<file path="src/rtl/spi_flash_read_arbiter.sv">
// Two-requester READ (0x03) engine for the serial configuration flash.
// SPI mode 0 master with a clk-divided SCK and a back-pressured byte output.
module spi_flash_read_arbiter #(
  parameter int CLK_DIV = 2,
  parameter int CSH_CYC = 4,
  parameter int LEN_W   = 16
) (
  input  logic             clk,
  input  logic             reset,
  input  logic [1:0]       req_valid,
  input  logic [23:0]      req_addr0,
  input  logic [23:0]      req_addr1,
  input  logic [LEN_W-1:0] req_len0,
  input  logic [LEN_W-1:0] req_len1,
  output logic [1:0]       req_ack,
  output logic [7:0]       rd_data,
  output logic             rd_valid,
  input  logic             rd_ready,
  output logic             rd_owner,
  output logic             rd_last,
  output logic             busy,
  output logic             spi_cs_n,
  output logic             spi_sck,
  output logic             spi_mosi,
  input  logic             spi_miso
);

  localparam int DIV_W = (CLK_DIV > 1) ? $clog2(CLK_DIV) : 1;
  localparam int GAP_W = $clog2(CSH_CYC + 1);
  localparam logic [DIV_W-1:0] DIV_LAST = DIV_W'(CLK_DIV - 1);
  localparam logic [GAP_W-1:0] GAP_LAST = GAP_W'(CSH_CYC);

  typedef enum logic [2:0] {IDLE, CMD, DATA, HOLD, GAP} state_t;

  state_t           state;
  logic             last_grant;
  logic             owner;
  logic [LEN_W-1:0] remaining;
  logic [31:0]      shifter;
  logic [7:0]       rx;
  logic [DIV_W-1:0] div_cnt;
  logic [5:0]       bit_cnt;
  logic [GAP_W-1:0] gap_cnt;

  logic             grant_sel;
  logic [23:0]      sel_addr;
  logic [LEN_W-1:0] sel_len;
  logic [31:0]      cmd_word;
  logic             tick;

  // Round-robin: on contention the requester not served last wins.
  always_comb begin
    grant_sel = 1'b0;
    if (req_valid == 2'b11) grant_sel = ~last_grant;
    else if (req_valid[1])  grant_sel = 1'b1;
  end

  assign sel_addr = grant_sel ? req_addr1 : req_addr0;
  assign sel_len  = grant_sel ? req_len1  : req_len0;
  assign cmd_word = {8'h03, sel_addr};
  assign tick     = (div_cnt == DIV_LAST);

  always_ff @(posedge clk) begin
    if (!reset) begin
      state      <= IDLE;
      req_ack    <= 2'b00;
      rd_valid   <= 1'b0;
      rd_last    <= 1'b0;
      rd_owner   <= 1'b0;
      rd_data    <= 8'h00;
      busy       <= 1'b0;
      spi_cs_n   <= 1'b1;
      spi_sck    <= 1'b0;
      spi_mosi   <= 1'b0;
      last_grant <= 1'b1;
      div_cnt    <= '0;
      bit_cnt    <= '0;
      gap_cnt    <= '0;
    end else begin
      req_ack <= 2'b00;
      case (state)
        IDLE: begin
          if (req_valid != 2'b00) begin
            req_ack    <= grant_sel ? 2'b10 : 2'b01;
            owner      <= grant_sel;
            last_grant <= grant_sel;
            busy       <= 1'b1;
            remaining  <= sel_len;
            div_cnt    <= '0;
            bit_cnt    <= '0;
            gap_cnt    <= '0;
            spi_sck    <= 1'b0;
            if (sel_len != '0) begin
              shifter  <= cmd_word;
              spi_mosi <= cmd_word[31];
              spi_cs_n <= 1'b0;
              state    <= CMD;
            end else begin
              state    <= GAP;
            end
          end
        end

        // Command/address: mosi advances on each falling SCK edge.
        CMD: begin
          if (tick) begin
            div_cnt <= '0;
            spi_sck <= ~spi_sck;
            if (spi_sck) begin
              shifter  <= {shifter[30:0], 1'b0};
              spi_mosi <= shifter[30];
              if (bit_cnt == 6'd31) begin
                bit_cnt <= '0;
                state   <= DATA;
              end else begin
                bit_cnt <= bit_cnt + 6'd1;
              end
            end
          end else begin
            div_cnt <= div_cnt + DIV_W'(1);
          end
        end

        // Sample on rising edges; the byte is presented on the 8th falling edge.
        DATA: begin
          if (tick) begin
            div_cnt <= '0;
            spi_sck <= ~spi_sck;
            if (!spi_sck) begin
              rx      <= {rx[6:0], spi_miso};
              bit_cnt <= bit_cnt + 6'd1;
            end else if (bit_cnt == 6'd8) begin
              rd_data  <= rx;
              rd_valid <= 1'b1;
              rd_last  <= (remaining == LEN_W'(1));
              rd_owner <= owner;
              bit_cnt  <= '0;
              state    <= HOLD;
            end
          end else begin
            div_cnt <= div_cnt + DIV_W'(1);
          end
        end

        HOLD: begin
          if (rd_ready) begin
            rd_valid  <= 1'b0;
            rd_last   <= 1'b0;
            remaining <= remaining - LEN_W'(1);
            div_cnt   <= '0;
            if (remaining == LEN_W'(1)) begin
              spi_cs_n <= 1'b1;
              gap_cnt  <= '0;
              state    <= GAP;
            end else begin
              state    <= DATA;
            end
          end
        end

        GAP: begin
          if (gap_cnt == GAP_LAST) begin
            busy  <= 1'b0;
            state <= IDLE;
          end else begin
            gap_cnt <= gap_cnt + GAP_W'(1);
          end
        end

        default: state <= IDLE;
      endcase
    end
  end

endmodule

</file>
<file path="config.mk">
export PLATFORM = sky130hd
export DESIGN_NAME = spi_flash_read_arbiter
export DESIGN_NICKNAME = d
export VERILOG_FILES = /design/src/rtl/spi_flash_read_arbiter.sv
export SDC_FILE = /design/constraint.sdc
export NUM_CORES = 1
export LEC_CHECK = 0
export BUFFER_PORTS_ARGS = -buffer_cell sky130_fd_sc_hd__buf_2
export CORE_MARGIN = 2
export CORE_UTILIZATION = 45
export DETAILED_ROUTE_END_ITERATION = 6
export PLACE_DENSITY = 0.79
export SLEW_MARGIN = 20
export SYNTH_ARGS = -nofsm -noshare
export SYNTH_HDL_FRONTEND = slang
export SYNTH_SLANG_ARGS = --single-unit
export TNS_END_PERCENT = 100
</file>
<file path="constraint.sdc">
create_clock -name clk -period 5.4 [get_ports clk]
set_input_delay 0.54 -clock clk [delete_from_list [all_inputs] [get_ports clk]]
set_output_delay 0.54 -clock clk [all_outputs]
set_load 0.005 [all_outputs]
</file>
* After elaboration in Yosys (flattened, before gate mapping)
Cells that the tools add are included.
** Cells by class
- Equal/unequal tests :: 23
- Multiplexer cells :: 63
- Add/sub/neg operators :: 4
- Reductions and logical operators :: 27
- Bitwise operators :: 2
** Operators with widths (number)
- $mux W31 :: 4
- $pmux W31 S2 :: 1
- $mux W16 :: 3
- $mux W3 :: 15
- $mux W6 :: 7
- $pmux W16 S2 :: 1
- $mux W24 :: 1
- $ne A2 B2 Y1 const B :: 12
- $mux W1 :: 20
- $reduce_and A5 Y1 :: 4
- $pmux W6 S3 :: 1
- $eq A16 B1 Y1 const B :: 1
- $reduce_bool A16 Y1 :: 1
- $sub A16 B1 Y16 const B :: 1
- $pmux W3 S5 :: 1
- $pmux W1 S2 :: 6
- $reduce_and A3 Y1 :: 4
- $reduce_and A4 Y1 :: 3
- $reduce_and A6 Y1 :: 2
- $reduce_bool A2 Y1 :: 6
- $pmux W3 S3 :: 1
- $reduce_and A9 Y1 :: 1
- $reduce_bool A3 Y1 :: 3
- $add A6 B1 Y6 const B :: 1
- other kinds (16) :: 19
** Storage, ports and cells
- Register bits :: 87
- Input bits :: 86

* Longest topological paths before layout
Gate-level depths: netlist of the first run.
- Word-level depth :: 7
- Depth in mapped cells :: 9

* Least setup slack after synthesis of the first run
Ideal clock, no wire load.
- Path type :: input-to-reg
- From :: in req_valid[0]
- To :: reg shifter[0] (enable)
- Required time :: 4.981 ns
- Arrival time :: 2.475 ns
- Path buffers :: 0
- Cell stages on the path :: 7
- Setup time :: 0.419 ns
- Path slack :: 2.506 ns
- Path through :: nand2_1 -> nand2_1 -> inv_2 -> nor3_1 -> o21ai_1 -> nand3_1 -> nor2_1
** Between the ends
- Cells in the longest elaborated chain, start to end :: 6
** RTL lines
- from (decl) :: RTL line 10 : input logic [1:0] req_valid,
- $eq A2 B2 Y1 :: RTL line 54 : if (req_valid == 2'b11) grant_sel = ~last_grant;
- $mux W1 :: RTL line 54
- $mux W16 :: RTL line 59 : assign sel_len = grant_sel ? req_len1 : req_len0;
- $reduce_bool A16 Y1 :: RTL line 93 : if (sel_len != '0) begin
- $ne A2 B2 Y1 (no line)
- $reduce_and A6 Y1 (no line) *
- to (signal assigned) :: RTL line 94 : shifter <= cmd_word;
- to (signal assigned) :: RTL line 110 : shifter <= {shifter[30:0], 1'b0};
- to (decl) :: RTL line 39 : logic [31:0] shifter;
Mark *: on every way between the ends. The rest lies on a longest branch, timed or not.
A chain may end at the register's enable or synchronous reset.

* Worst setup path in the final report of the first run
- From :: reg last_grant
- To :: reg shifter[20] (enable)
** Between the ends
- Cells in the longest elaborated chain, start to end :: 6
** RTL lines
- from (decl) :: RTL line 36 : logic last_grant;
- from (signal assigned) :: RTL line 86 : last_grant <= grant_sel;
- $not A1 Y1 :: RTL line 54
- $mux W1 :: RTL line 54
- $mux W16 :: RTL line 59
- $reduce_bool A16 Y1 :: RTL line 93
- $ne A2 B2 Y1 (no line)
- $reduce_and A6 Y1 (no line)
No other way between the ends.

==> results.toml, run 1 <==
[placement]
dpl.cell_count = 667
place_area_um2 = 5110
port_buffers = 102
gp_congestion = 0.835
dp_hpwl_mm = 7.33

[logic_synthesis]
ys_warn_count = 0
synth_edf_count = 56
ys_seq_elements = 87
synth_nets = 547
synth_ff_type = "edfxtp_1"
yosys.cell_types.count = 55
ys_seq_area_frac = 0.510
yosysTopAreaCell = "edfxtp_1"
synth_area_um2 = 4510
async_flop_share = 0
syn_area_per_cell_um2 = 9.91
syn_inst = 455
synth_top_area_frac = 0.373
ys_top_cells_by_area = "edfxtp_1, dfxtp_1, mux2i_1"

[critical_path]
crit_buf_inv = 3
crit_top_cell = "buf_4"
critPathLaunch = "last_grant"
critPathTopFamily = "buffers and inverters"
crit_arrival_ns = 2.59
cpPeakStageDelay_ns = 0.45
critPathRequiredTime_ns = 5.49
r2r_start = "last_grant"
critPathSlowestCell = "buf_4"
path_cells = "nand2_1 > nand2_2 > buf_4 > inv_2 > nor3_1 > o21ai_1 > nand3_1 > nor2_2 > buf_4"
cp-end-kind = "flop"
r2r_setup_slack_ns = 2.90
cp_max_fo = 43
start_kind = "flop"
criticalPathCategory = "reg -> reg"

[cells_and_area]
final_nets = 637
multi_input_area_um2 = 2060
register_area_um2 = 2300
drive_above_1_share = 0.262
stdcell_area_um2 = 5320
stdcell_count = 683
diodes = 0
most-common-layout-cells = "buf_2, nand2_1, edfxtp_1, nor2_1, mux2i_1"
mostFrequentLayoutCell = "buf_2"
area_growth_syn_to_layout_pct = 17.9
fillers = 890
final_core_util = 0.547

[floorplanning]
ios = 103
die-area_um2 = 10800
die_x_um = 104
fp.dieH_um = 104
start_util = 0.464
core_um2 = 9730
placementRows = 36

[global_routing]
antenna_found_initial = 0
grt_pass1_vias = 3435
grt_pass1_wl_mm = 16.0
grt_overflow = 0
grt_util_all_layers = 0.183
grt_max_degree = 58

[sta]
finalSetupTns_ns = 0
finalHoldViolCount = 0
relSlewSlack = 0.458
fmax_mhz = 399
setup_violations = 0
rsz0062_at_grt = "false"
worst_slew_pin_slew_ns = 0.811
fin_crit_sh = 0.464
skew_ns = 0.0130
period_needed_ns = 2.50
drv_slew = 0

[clock_tree]
cts_max_path_buffers = 2
clkTransAtPathRegs_ns = 0.08
clk_latency_ns = 0.37
cts_resized = 0
h-tree-depth = 3
cts_hold_buf = 0
cts_tree = "yes"
cts_buffers = 9
cts_sinks = 87
postCtsSetupBuffers = 0
cts_root_buf = "clkbuf_8"

[outcome]
outcome = "finished clean"

[route]
drc = 0
wirelength_mm = 9.85
antenna_left = 0
wl_per_cell_um = 14.4
drtIter0Drc = 213
avgViaCountPerCell = 5.30
vias = 3623
detail_route.first_pass.iterations = 5

[hold_path]
holdCritStartpoint = "spi_miso"
hold_path.class = "in -> reg"

[pwr]
power.density_nw_per_um2 = 370
leakage_nw = 2.25
vdd_drop_max_v = 0.000177
p_total_mw = 1.97

[flow_run]
maxCapViolations = 0
[cells by family (layout without fill, tap and decap cells)]
logic type / Yosys count / in the layout / synth area share
fa+ha+maj: 6 / 6 / 0.0166
buf+inv: 37 / 132 / 0.0344
flops: 87 / 87 / 0.510
xor+xnor: 16 / 16 / 0.0311
mux: 33 / 33 / 0.0732
simple gates: 196 / 196 / 0.221
compound gates: 80 / 80 / 0.113
[metal layers]
layer / part of all wire / global-route usage / vias to the layer above
li1: - / - / 1803
met1: 0.43 / 0.235 / 1697
met2: 0.50 / 0.308 / 110
met3: 0.054 / 0.0370 / 13
met4: 0.013 / 0.0618 / 0
met5: 0 / 0 / -
[final timing paths]
kind / to / depth (start not counted)
setup / recovery: shifter[20] / 9
hold / removal: rx[0] / 1
setup reg to reg: shifter[20] / 9
hold reg to reg: rx[4] / 0
[where the power goes]
part	switching [mW]	internal [mW]	total, mW
combinational	0.315	0.210	0.525
sequential	0.0860	0.865	0.951
clock	0.232	0.262	0.494
total	0.632	1.34	1.97
[per-stage QoR]
stage / setup slack (ns) / hold slack [ns]
floorplan: 2.51 / 0.426
global placement: 2.69 / 0.433
detailed placement: 2.60 / 0.440
CTS: 2.89 / 0.341
global route: 2.71 / 0.342
finish: 2.90 / 0.356
[cells in the mapped netlist (2+ instances only)]
cell type and count:
nand2_2 2, nor4_1 10, a211oi_1 3, a21boi_1 2
dfxtp_1 31, nor2_1 40, inv_2 3, nand2_1 78
and3_1 18, nand4_1 2, nor2b_1 3, o21ai_1 18
a21oi_1 15, buf_2 4, o31ai_1 2, ha_1 6
xor2_1 8, mux2i_1 33, o21ai_0 16, edfxtp_1 56
nand3_1 8, xnor2_1 8, nor3_1 8, clkbuf_1 17
buf_1 3, inv_1 8, nor3b_2 2, nand2b_1 4
a31oi_1 12, or3_1 2, nor4_4 3, and2_1 7
[cell type report]
type | count | share of cell area
inverter | 11 | 0.00776
clock buffer | 11 | 0.0247
multi-input combinational | 331 | 0.388
tap | 133 | 0.0313
clock inverter | 5 | 0.0153
timing repair buffer | 105 | 0.100
sequential | 87 | 0.433
[registers in the layout, indices dropped and copies added, names as in the netlist, 2 cells and up]
name / cells
bit_cnt: 6
req_ack: 2
remaining: 16
state: 3
rx: 8
rd_data: 8
gap_cnt: 3
shifter: 31
Note: power is estimated with default switching activity, not from simulation.
==> inputs of run 2 (changes only) <==
--- a/config.mk
+++ b/config.mk
@@ -9,7 +9,7 @@
 export CORE_MARGIN = 2
 export CORE_UTILIZATION = 45
 export DETAILED_ROUTE_END_ITERATION = 6
-export PLACE_DENSITY = 0.79
+export PLACE_DENSITY = 0.82
 export SLEW_MARGIN = 20
 export SYNTH_ARGS = -nofsm -noshare
 export SYNTH_HDL_FRONTEND = slang
==> constraint.sdc (replaced) <==
create_clock -name clk -period 2.3 [get_ports clk]
set_input_delay 0.23 -clock clk [delete_from_list [all_inputs] [get_ports clk]]
set_output_delay 0.23 -clock clk [all_outputs]
set_load 0.005 [all_outputs]
==> run 2 against run 1 <==
Sequential cell count did not move; final area rose by 0.26%; hold slack got worse by 0.31 ns; non-clock buffer count rose by 6; highest routed layer unchanged; sequential share of layout area fell by 0.088 points; first-iteration DRC count rose by 12%; maximum frequency rose by 20%; via count fell by 0.36%; sequential power rose by 140%.
==> results.toml, run 2 (synthesized netlist as in run 1, its figures left out) <==
[cells_and_area]
mostFrequentLayoutCell = "buf_2"
area_growth_syn_to_layout_pct = 18.2
reg.largest.list = "shifter x31, remaining x16"
largest_register_ffs = 31
drive_above_1_share = 0.272
final_nets = 643
diodes = 0
final_core_util = 0.548
max_flop_register = "shifter"
most-common-layout-cells = "buf_2, nand2_1, edfxtp_1, nor2_1, mux2i_1"
stdcell_count = 689
stdcell_area_um2 = 5330

[floorplanning]
die-area_um2 = 10800
die_x_um = 104
start_util = 0.464
placementRows = 36
core_um2 = 9730
ios = 103
fp.dieH_um = 104

[global_routing]
grt_util_all_layers = 0.182
grt_pass1_wl_mm = 16.0
grt_overflow = 0
antenna_found_initial = 0
grt_max_degree = 57
grt_pass1_vias = 3478

[route]
detail_route.first_pass.iterations = 5
drtIter0Drc = 239
vias = 3610
drc = 0
antenna_left = 0
wirelength_mm = 9.71
wl_per_cell_um = 14.1
avgViaCountPerCell = 5.24

[placement]
dp_hpwl_mm = 7.02
port_buffers = 102
dpl.cell_count = 673
gp_congestion = 0.851
place_area_um2 = 5160
place_ws_ns = 0.219

[critical_path]
crit_arrival_ns = 2.31
criticalPathCategory = "reg -> reg"
start_kind = "flop"
cp_max_fo = 6
critPathRequiredTime_ns = 2.52
cp-end-kind = "flop"

[sta]
rsz0062_at_grt = "false"
finalHoldViolCount = 0
relSlewSlack = 0.541
hold-worst-slack_ns = 0.0472
fmax_mhz = 478
layout_setup_ws_ns = 0.208
finalSetupTns_ns = 0
drv_slew = 0
setup_violations = 0
worst_slew_pin_slew_ns = 0.687
fin_crit_sh = 0.910
period_needed_ns = 2.09
skew_ns = 0.0131

[pwr]
power_frac_clock = 0.211
p_sw_mw = 1.48
leakage_nw = 2.27
seqPwrFrac = 0.500
p_comb_frac = 0.290
internal-power_mw = 2.99
power.density_nw_per_um2 = 839
p_total_mw = 4.48
vdd_drop_max_v = 0.000424
swShare = 0.332

[hold_path]
hold_path.class = "in -> reg"

[clock_tree]
cts_max_path_buffers = 2
cts_buffers = 9
cts_tree = "yes"
cts_sinks = 87
clk_latency_ns = 0.36
cts_hold_buf = 0
cts_root_buf = "clkbuf_8"
clkTransAtPathRegs_ns = 0.08
h-tree-depth = 3

[flow_run]
maxCapViolations = 0

[outcome]
outcome = "finished clean"
-- run 2: final cells by class --
cell class / count / area, um2
clock buffer: 12 / 145
clock inverter: 4 / 22.5
fill: 855 / 4400
inverter: 11 / 41.3
multi-input combinational: 331 / 2060
sequential: 87 / 2300
tap: 133 / 166
timing repair buffer: 111 / 591
-- run 2: final timing paths --
| path | from | to | slack [ns] | cells after the start |
|---|---|---|---|---|
| max | remaining[10] | gap_cnt[1] | 0.21 | 6 |
| min | spi_miso | rx[0] | 0.05 | 1 |
| max reg2reg | remaining[10] | gap_cnt[1] | 0.21 | 6 |
| min reg2reg | rx[2] | rx[3] | 0.45 | 0 |
-- run 2: timing repair --
item,CTS,global route
gates resized for setup,0,1
endpoints found under the setup margin,0,1
buffers inserted,0,0
-- run 2: layer usage --
metal / vias to the layer above / GRT usage / part of all wire
met5: - / 0 / 0
li1: 1811 / - / -
met2: 104 / 0.305 / 0.48
met1: 1687 / 0.227 / 0.45
met4: 0 / 0.0560 / 0.0074
met3: 8 / 0.0526 / 0.064
-- run 2: power by group through the flow --
stage | combinational, mW | clock (mW) | sequential (mW)
CTS | 1.30 | 0.956 | 2.23
detailed placement | 1.29 | 0 | 2.26
global placement | 1.25 | 0 | 2.24
finish | 1.30 | 0.942 | 2.24
floorplan | 0.982 | 0 | 2.18
global route | 1.45 | 1.04 | 2.27
-- run 2: critical path, cell delays in order (launching register included) --
cell	delay, ns
edfxtp_1	0.44
or4_4	0.59
nor4_4	0.17
and4b_1	0.40
o22ai_2	0.15
a22oi_2	0.14
nor2_1	0.06
